`src/rtl/pixie_pkg.sv`:
```
// pixie_pkg: line timing shared with the Pixie generator, plus the scan doubler FSM encoding.
package pixie_pkg;
  localparam int IN_DIV = 4;
  localparam int ACTIVE_W = 64;
  localparam int IN_HSTART = 16;
  localparam int LINE_PIX = 112;
  localparam int HS_START = 4;
  localparam int HS_LEN = 16;
  localparam logic [23:0] FG_RGB = 24'hFFFFFF;
  localparam logic [23:0] BG_RGB = 24'h000000;
  localparam int XW = $clog2(ACTIVE_W);
  localparam int HW = $clog2(LINE_PIX);
  localparam int PW = $clog2(IN_DIV / 2);
  typedef enum logic [1:0] {IDLE, SHOW_A, SHOW_B} state_e;
endpackage

```
`src/rtl/pixie_line_buffer.sv`:
```
// pixie_line_buffer: 2 x ACTIVE_W x 1 ping-pong line RAM, one write port, one registered read port.
module pixie_line_buffer
  import pixie_pkg::*;
(
  input  logic          clk,
  input  logic          wr_en_i,
  input  logic          wr_buf_i,
  input  logic [XW-1:0] wr_x_i,
  input  logic          wr_bit_i,
  input  logic          rd_sel_i,
  input  logic [XW-1:0] rd_x_i,
  output logic          rd_bit_o
);
  logic [2*ACTIVE_W-1:0] mem_q;
  logic rd_bit_q;
  always_ff @(posedge clk) begin
    if (wr_en_i) mem_q[{wr_buf_i, wr_x_i}] <= wr_bit_i;
    rd_bit_q <= mem_q[{rd_sel_i, rd_x_i}];
  end
  assign rd_bit_o = rd_bit_q;
endmodule

```
`src/rtl/pixie_scan_doubler.sv`:
```
// pixie_scan_doubler: captures Pixie lines and replays each twice at double rate; PIXIE_SCANLINES_EN dims the second copy.
module pixie_scan_doubler
  import pixie_pkg::*;
(
  input  logic       clk,
  input  logic       reset,
  input  logic       in_ce,
  input  logic       in_video,
  input  logic       in_hsync,
  input  logic       in_vsync,
  input  logic       in_hblank,
  input  logic       in_vblank,
  output logic       out_ce,
  output logic [7:0] out_r,
  output logic [7:0] out_g,
  output logic [7:0] out_b,
  output logic       out_video,
  output logic       out_hsync,
  output logic       out_vsync,
  output logic       out_hblank,
  output logic       out_vblank,
  output logic       out_de
);
  logic [XW-1:0] wr_x_q;
  logic wr_buf_q, rd_buf_q, rd_sel_q, pending_q, de_prev_q, hs_prev_q;
  logic [PW-1:0] ph_q;
  logic [HW-1:0] out_h_q;
  state_e state_q, state_d;
  logic in_de, commit, hs_rise, take, wrap, win, hs_win, de_n, rd_bit;
  logic [XW-1:0] rd_x;
  logic [23:0] rgb_c, rgb_s;

  assign in_de   = ~(in_hblank | in_vblank);
  assign commit  = in_ce & de_prev_q & ~in_de;
  assign hs_rise = in_hsync & ~hs_prev_q;
  assign take    = hs_rise & pending_q;
  assign out_ce  = ph_q == PW'(IN_DIV / 2 - 1);
  assign wrap    = out_ce & (out_h_q == HW'(LINE_PIX - 1));
  assign win     = out_h_q >= HW'(IN_HSTART) && out_h_q < HW'(IN_HSTART + ACTIVE_W);
  assign hs_win  = out_h_q >= HW'(HS_START) && out_h_q < HW'(HS_START + HS_LEN);
  assign rd_x    = XW'(out_h_q - HW'(IN_HSTART));

  pixie_line_buffer u_buf (
    .clk      (clk),
    .wr_en_i  (in_ce & in_de),
    .wr_buf_i (wr_buf_q),
    .wr_x_i   (wr_x_q),
    .wr_bit_i (in_video),
    .rd_sel_i (rd_sel_q),
    .rd_x_i   (rd_x),
    .rd_bit_o (rd_bit)
  );

  // A new line with a pending buffer always restarts the first copy, even mid-replay.
  always_comb begin
    state_d = state_q;
    state_d = take ? SHOW_A : wrap ? (state_q == SHOW_A ? SHOW_B : IDLE) : state_q;
  end

  always_comb begin
    de_n  = win & (state_q != IDLE);
    rgb_c = de_n ? (rd_bit ? FG_RGB : BG_RGB) : 24'h0;
`ifdef PIXIE_SCANLINES_EN
    rgb_s = (state_q == SHOW_B) ? (rgb_c >> 1) & 24'h7F7F7F : rgb_c;
`else
    rgb_s = rgb_c;
`endif
  end

  always_ff @(posedge clk) begin
    if (reset) begin
      wr_x_q     <= '0;
      wr_buf_q   <= 1'b0;
      rd_buf_q   <= 1'b0;
      rd_sel_q   <= 1'b0;
      pending_q  <= 1'b0;
      de_prev_q  <= 1'b0;
      hs_prev_q  <= 1'b0;
      ph_q       <= '0;
      out_h_q    <= '0;
      state_q    <= IDLE;
      out_r      <= '0;
      out_g      <= '0;
      out_b      <= '0;
      out_video  <= 1'b0;
      out_hsync  <= 1'b0;
      out_vsync  <= 1'b0;
      out_hblank <= 1'b1;
      out_vblank <= 1'b1;
      out_de     <= 1'b0;
    end else begin
      hs_prev_q <= in_hsync;
      if (in_ce) begin
        de_prev_q <= in_de;
        if (commit) begin
          rd_buf_q <= wr_buf_q;
          wr_buf_q <= ~wr_buf_q;
          wr_x_q   <= '0;
        end else if (in_de && wr_x_q != XW'(ACTIVE_W - 1)) begin
          wr_x_q <= wr_x_q + XW'(1);
        end
      end
      pending_q <= commit | (pending_q & ~take);
      if (take) rd_sel_q <= rd_buf_q;
      ph_q    <= (hs_rise || out_ce) ? '0 : ph_q + PW'(1);
      out_h_q <= (hs_rise || wrap) ? '0 : out_h_q + HW'(out_ce);
      state_q <= state_d;
      if (out_ce) begin
        {out_r, out_g, out_b} <= rgb_s;
        out_video  <= de_n & rd_bit;
        out_hsync  <= hs_win;
        out_vsync  <= in_vsync;
        out_hblank <= ~win;
        out_vblank <= state_q == IDLE;
        out_de     <= de_n;
      end
    end
  end
endmodule
```
`config.mk`:
```
export PLATFORM = sky130hd
export DESIGN_NAME = pixie_scan_doubler
export DESIGN_NICKNAME = d
export VERILOG_FILES = /design/src/rtl/pixie_pkg.sv /design/src/rtl/pixie_line_buffer.sv /design/src/rtl/pixie_scan_doubler.sv
export SDC_FILE = /design/constraint.sdc
export NUM_CORES = 1
export LEC_CHECK = 0
export BUFFER_PORTS_ARGS = -buffer_cell sky130_fd_sc_hd__buf_2
export CORE_MARGIN = 2
export CORE_UTILIZATION = 45
export CTS_BUF_LIST = sky130_fd_sc_hd__clkbuf_8 sky130_fd_sc_hd__clkbuf_16
export DETAILED_ROUTE_END_ITERATION = 10
export SLEW_MARGIN = 30
export SYNTH_ARGS = -nofsm -noshare
export SYNTH_HDL_FRONTEND = slang
export SYNTH_HIERARCHICAL = 1
export SYNTH_SLANG_ARGS = --single-unit
```
`constraint.sdc`:
```
create_clock -name clk -period 3.1 [get_ports clk]
set_input_delay 0.31 -clock clk [delete_from_list [all_inputs] [get_ports clk]]
set_output_delay 0.31 -clock clk [all_outputs]
set_load 0.02 [all_outputs]
```
Word level (Yosys, flattened, before mapping)
Index checks and enable logic that the tools add are counted.
Widths: inputs -> output; s select.
Operators by class
  multipliers: 0
  shift operators: 0
  equal/unequal tests: 3
  $lt $le $gt $ge: 7
  mux-type cells: 12
  bitwise operators: 16
  divide/modulo/power cells: 0
  add/subtract/negate cells: 4
  reductions and logical operators: 15
Operators by type and width (number)
  $bwmux 128: 1
  $mux 24: 2
  $lt 7x8->1 const B: 2
  $mux 6: 2
  $and 1x1->1: 9
  $add 7x1->7: 1
  $bmux 1 s7: 1
  $demux 1 s7: 1
  $eq 7x7->1 const B: 1
  $ge 7x1->1 const B: 1
  $ge 7x3->1 const B: 1
  $ge 7x5->1 const B: 1
  $lt 7x5->1 const B: 1
  $lt 7x7->1 const B: 1
  $add 6x1->6 const B: 1
  $ne 6x6->1 const B: 1
  $reduce_bool 2->1: 3
  $reduce_or 2->1: 3
  $sub 6x5->6 const B: 1
  $not 1->1: 5
  $logic_and 1x1->1: 4
  $mux 1: 4
  $reduce_and 2->1: 2
  $eq 2x1->1 const B: 1
  other kinds (5): 7
Storage, ports and cells
  RAM bits: 0
  memories: 0
  bits in read-only memories: 0
  input bits: 8
  output and inout port bits: 31
  word-level logic and storage cells: 79
  bits in latches: 0
  flip-flop bits (word level): 181

Depth between registers and ports, before layout
  depth after elaboration: 6
  mapped depth: 8

Cells and area by module
Netlist, hierarchy kept.
Modules (own cells, without submodules)
  pixie_line_buffer: area each 5666.7 µm², cells an instance 385, seq. area each 3863.7 µm², times used 1
  pixie_scan_doubler: area each 1507.7 µm², cells an instance 165, seq. area each 560.5 µm², times used 1

Least setup slack after synthesis
No wires, ideal clock.
  path type: in2reg
  from: in in_vblank
  to: reg u_buf.mem_q[101], enable pin
  library setup time: 0.303 ns
  stages on the path: 7
  buffers on the path: 2
  path slack: 1.141 ns
  data arrival time: 1.656 ns
  data required time: 2.797 ns
  cells stage by stage: or3b_1 -> buf_6 -> clkinv_4 -> nor2b_1 -> nand3_1 -> clkbuf_1 -> nor2_1
On the way
  cells in the longest elaborated chain, start to end: 3
Ends and longest elaborated chain
  start: declaration: RTL line pixie_scan_doubler.sv:12  | input logic in_vblank,
  $or 1x1->1: RTL line pixie_scan_doubler.sv:33  | assign in_de = ~(in_hblank | in_vblank);
  $not 1->1: RTL line pixie_scan_doubler.sv:33
  $and 1x1->1: RTL line pixie_scan_doubler.sv:45  | .wr_en_i (in_ce & in_de),
  end signal: indexed assignment: RTL line pixie_line_buffer.sv:17  | if (wr_en_i) mem_q[{wr_buf_i, wr_x_i}] <= wr_bit_i;
  end: declaration: RTL line pixie_line_buffer.sv:14  | logic [2*ACTIVE_W-1:0] mem_q;
Every way passes these cells.
A chain may end at the register's enable or synchronous reset.

Worst setup path in the final report
  from: reg out_h_q[4]
  to: reg out_h_q[1]
On the way
  cells in the longest elaborated chain, start to end: 4
Ends and longest elaborated chain
  start: declaration: RTL line pixie_scan_doubler.sv:27  | logic [HW-1:0] out_h_q;
  start signal: assignment: RTL line pixie_scan_doubler.sv:106  | out_h_q <= (hs_rise || wrap) ? '0 : out_h_q + HW'(out_ce);
  $eq 7x7->1: RTL line pixie_scan_doubler.sv:38  | assign wrap = out_ce & (out_h_q == HW'(LINE_PIX - 1));
  $and 1x1->1: RTL line pixie_scan_doubler.sv:38
  $logic_or 1x1->1: RTL line pixie_scan_doubler.sv:106
  $reduce_or 2->1 (no line)
Every way passes these cells.

==> flow_summary.rst <==
.. list-table::
   :header-rows: 1

   * - Metric
     - Value
   * - Total number of yosys warnings
     - 6
   * - Final routed wire length divided by cell count
     - 19.2 um
   * - Vertical die dimension
     - 130 um
   * - Number of buffers created by CTS
     - 17
   * - Register bit count reported by yosys
     - 157
   * - Number of iterations in the first detailed-routing pass
     - 5
   * - Data arrival time of the critical path
     - 2.56 ns
   * - Number of port buffers
     - 38
   * - Count of flip-flops with a built-in enable after synthesis
     - 128
   * - Maximum ir drop on the vdd rail
     - 0.374 mV
   * - Kind of path behind the tightest hold check
     - input port to flop
   * - Via/cell ratio
     - 5.52
   * - Worst Path Max Fanout
     - 18
   * - # DRC
     - 0
   * - Number of hold violations in the final report
     - 0
   * - Number of antenna cells inserted
     - 0
   * - Initial Utilization
     - 45.7%
   * - Global-route wire length before repair
     - 23900 um
   * - Count of antenna-violating nets left after detailed routing
     - 0
   * - Buffers plus inverters on the worst setup path
     - 1
   * - CTS Root Cell
     - clkbuf_16
   * - Startpoint kind of the worst setup timing path
     - flop
   * - Result of the run
     - complete, no violations
   * - FFs w/ async S/R, synth
     - 0%
   * - Die outline area
     - 17000 um2
   * - Core area
     - 15700 um2
   * - Final critical path time including I/O delays and setup
     - 2.29 ns
   * - Final slew viol count
     - 0
   * - LEAKAGE
     - 2.64 nW
   * - Top library cells by usage in the layout, fill and taps aside
     - 149 x nor2_1, 128 x edfxtp_1, 38 x buf_2, 28 x dfxtp_1, 26 x mux4_2
   * - H-Tree Level Count
     - 4
   * - Kind of end point of the critical path
     - flop
   * - Post-CTS setup-driven buffer insertion count
     - 0
   * - DRT Wirelength
     - 15400 um
   * - Final period util
     - 73.9%
   * - Std cell rows
     - 46
   * - Maximum number of pins on one net before global-route repair
     - 58
   * - Crit Path Category
     - flop to flop
   * - Clk sink count
     - 157
   * - Total negative slack for setup checks
     - 0 ns
   * - Clock tree buffer depth
     - 2
   * - Area grow syn2layout
     - 14.4%
   * - Via count of the routed design
     - 4429
   * - Post-DP HPWL
     - 9820 um
   * - Delay of the slowest cell on the worst path
     - 0.61 ns
   * - Clock skew
     - 0.00404 ns
   * - CTS tree
     - yes
   * - Post-synthesis cell area
     - 7170 um2
   * - Number of gates resized after CTS
     - 0
   * - Post-route core utilization
     - 52.2%
   * - Detailed Route Iter0 Violations
     - 507
   * - Slowest CP cell
     - inv_1
   * - Insertion delay to the later sink of the worst-skew pair
     - 0.42 ns
   * - Worst-margin pin slew
     - 0.795 ns
   * - Leading cell type in the layout, fill and taps excluded
     - nor2_1
   * - Fraction of layout instances using a drive strength above 1
     - 20.4%
   * - Relative slew margins
     - 46.9%
   * - Number of maximum-capacitance violations
     - 0
   * - Global route total overflow
     - 0
   * - Critical path, cell by cell
     - inv_1 > ha_1 > nand4_1 > o211ai_1 > nor2_1
   * - Top FF cell, synth
     - edfxtp_1
   * - Synth area leaders
     - edfxtp_1 54%, mux4_2 8.2%, dfxtp_1 8.1%
   * - Peak clock frequency supported by timing
     - 436 MHz
   * - Number of fillers in the final layout
     - 1360
   * - Global-route total usage across every layer
     - 19.5%
   * - Synthesized netlist net count
     - 565
   * - Number of different library cells in the post-synthesis netlist
     - 55
   * - Setup repair after global routing missed its margin
     - false
   * - Gate family responsible for the most delay along the worst path
     - buffers and inverters
   * - Number of setup violations in the final report
     - 0
   * - Gate count of the mapped netlist
     - 550
   * - Portion of the post-synthesis area used by sequential elements
     - 61.7%
   * - Post-synth top area share
     - 53.6%
   * - Clock transition at the registers of the reported paths
     - 0.06 ns
   * - Nets
     - 589
   * - Required time of the worst setup path
     - 3.37 ns
   * - Placer congestion estimate
     - 0.790
   * - Pwr per Cell Area
     - 611 nW/um2
   * - Largest area contributor in the netlist
     - edfxtp_1
   * - Vias in the first global route
     - 4225
   * - Die Span X
     - 130 um
   * - Mean area per synthesized cell
     - 13.0 um2
   * - Antenna violations before repair
     - 0
   * - Number of top-level pins
     - 39
   * - Cts-stage hold buffer count
     - 0
==> flip-flops by register name (all words and copies together) (netlist names) <==
register and flops:
pending_q 1, u_buf/mem_q 128, out_hblank 1, de_prev_q 1
wr_x_q 6, hs_prev_q 1, out_ce 1, out_hsync 1
out_h_q 7, rd_buf_q 1, out_de 1, u_buf/rd_bit_o 1
out_vblank 1, out_r 1, wr_buf_q 1, out_vsync 1
rd_sel_q 1, state_q 2
==> where the power goes <==
part / leakage (nW) / switching, mW / internal (mW)
Combinational: 0.889 / 0.0739 / 0.0487
Clock: 0.364 / 0.839 / 1.76
Sequential: 1.39 / 0.0127 / 2.28
==> path summary, 6_finish.rpt <==
path	start	endpoint	slack, ns	depth (start not counted)
setup / recovery	out_h_q[4]	out_h_q[1]	0.81	5
hold / removal	in_vsync	out_vsync	0.13	3
setup reg to reg	out_h_q[4]	out_h_q[1]	0.81	5
hold reg to reg	out_de	out_de	0.46	2
==> routing by layer <==
metal | vias to the layer above | share of wire, % | track usage [%] | routed length [um]
met5 | - | 0 | 0 | 0
met2 | 121 | 50 | 32.3 | 7720
met1 | 2231 | 43 | 25.5 | 6630
li1 | 2053 | - | - | -
met3 | 24 | 4.7 | 3.61 | 732
met4 | 0 | 2.1 | 8.29 | 323
==> logic make-up after synthesis <==
group,share of synthesized area [%]
DFF,61.7
adders and majority gates,1.22
and+or+nand+nor,15.0
xor gates and xnor gates,0.611
buffers and inverters,4.95
AOI/OAI and AO/OA,3.98
muxes,12.5
==> through the flow <==
| stage | hold WS [ns] | worst slack, ns | cells | total power, mW | area, um2 |
|---|---|---|---|---|---|
| 3_3_place_gp | 0.439 | 0.821 | 771 | 2.46 | 7460 |
| 6_report | 0.127 | 0.808 | 803 | 5.02 | 8210 |
| 2_1_floorplan | 0.382 | 1.14 | 550 | 2.41 | 7170 |
| 4_1_cts | 0.114 | 0.798 | 803 | 5.06 | 8210 |
| 5_1_grt | 0.133 | 0.584 | 803 | 5.15 | 8210 |
| 3_5_place_dp | 0.455 | 0.760 | 771 | 2.47 | 7460 |
==> final cells by class <==
cell class | instances | area (um2) | area share, %
Clock buffer | 17 | 425 | 5.18
Clock inverter | 15 | 317 | 3.86
Inverter | 9 | 38.8 | 0.473
Multi-Input combinational cell | 335 | 2390 | 29.2
Sequential cell | 157 | 4430 | 53.9
Tap cell | 216 | 270 | 3.29
Timing Repair Buffer | 54 | 335 | 4.09
==> worst reg2reg max path: stages, from the launching register on <==
cell	delay, ns
dfxtp_1	0.38
inv_1	0.61
ha_1	0.27
nand4_1	0.16
o211ai_1	0.55
nor2_1	0.17
==> cell usage after synthesis (3+ instances only) <==
cell type  count
nor2_1       149
edfxtp_1     128
dfxtp_1       29
buf_4         27
mux4_2        26
nand2_1       24
nand3_1       20
mux2i_1       13
clkbuf_1      12
nor2b_1       11
a21oi_1        8
buf_2          7
ha_1           7
inv_1          7
mux4_1         7
nand4_1        7
o21ai_0        5
nand3b_1       4
o211ai_1       4
a31oi_1        3
buf_6          3
nand2b_1       3
nor3_1         3
nor4_1         3
xor2_1         3
Note: power is estimated with default switching activity, not from simulation.
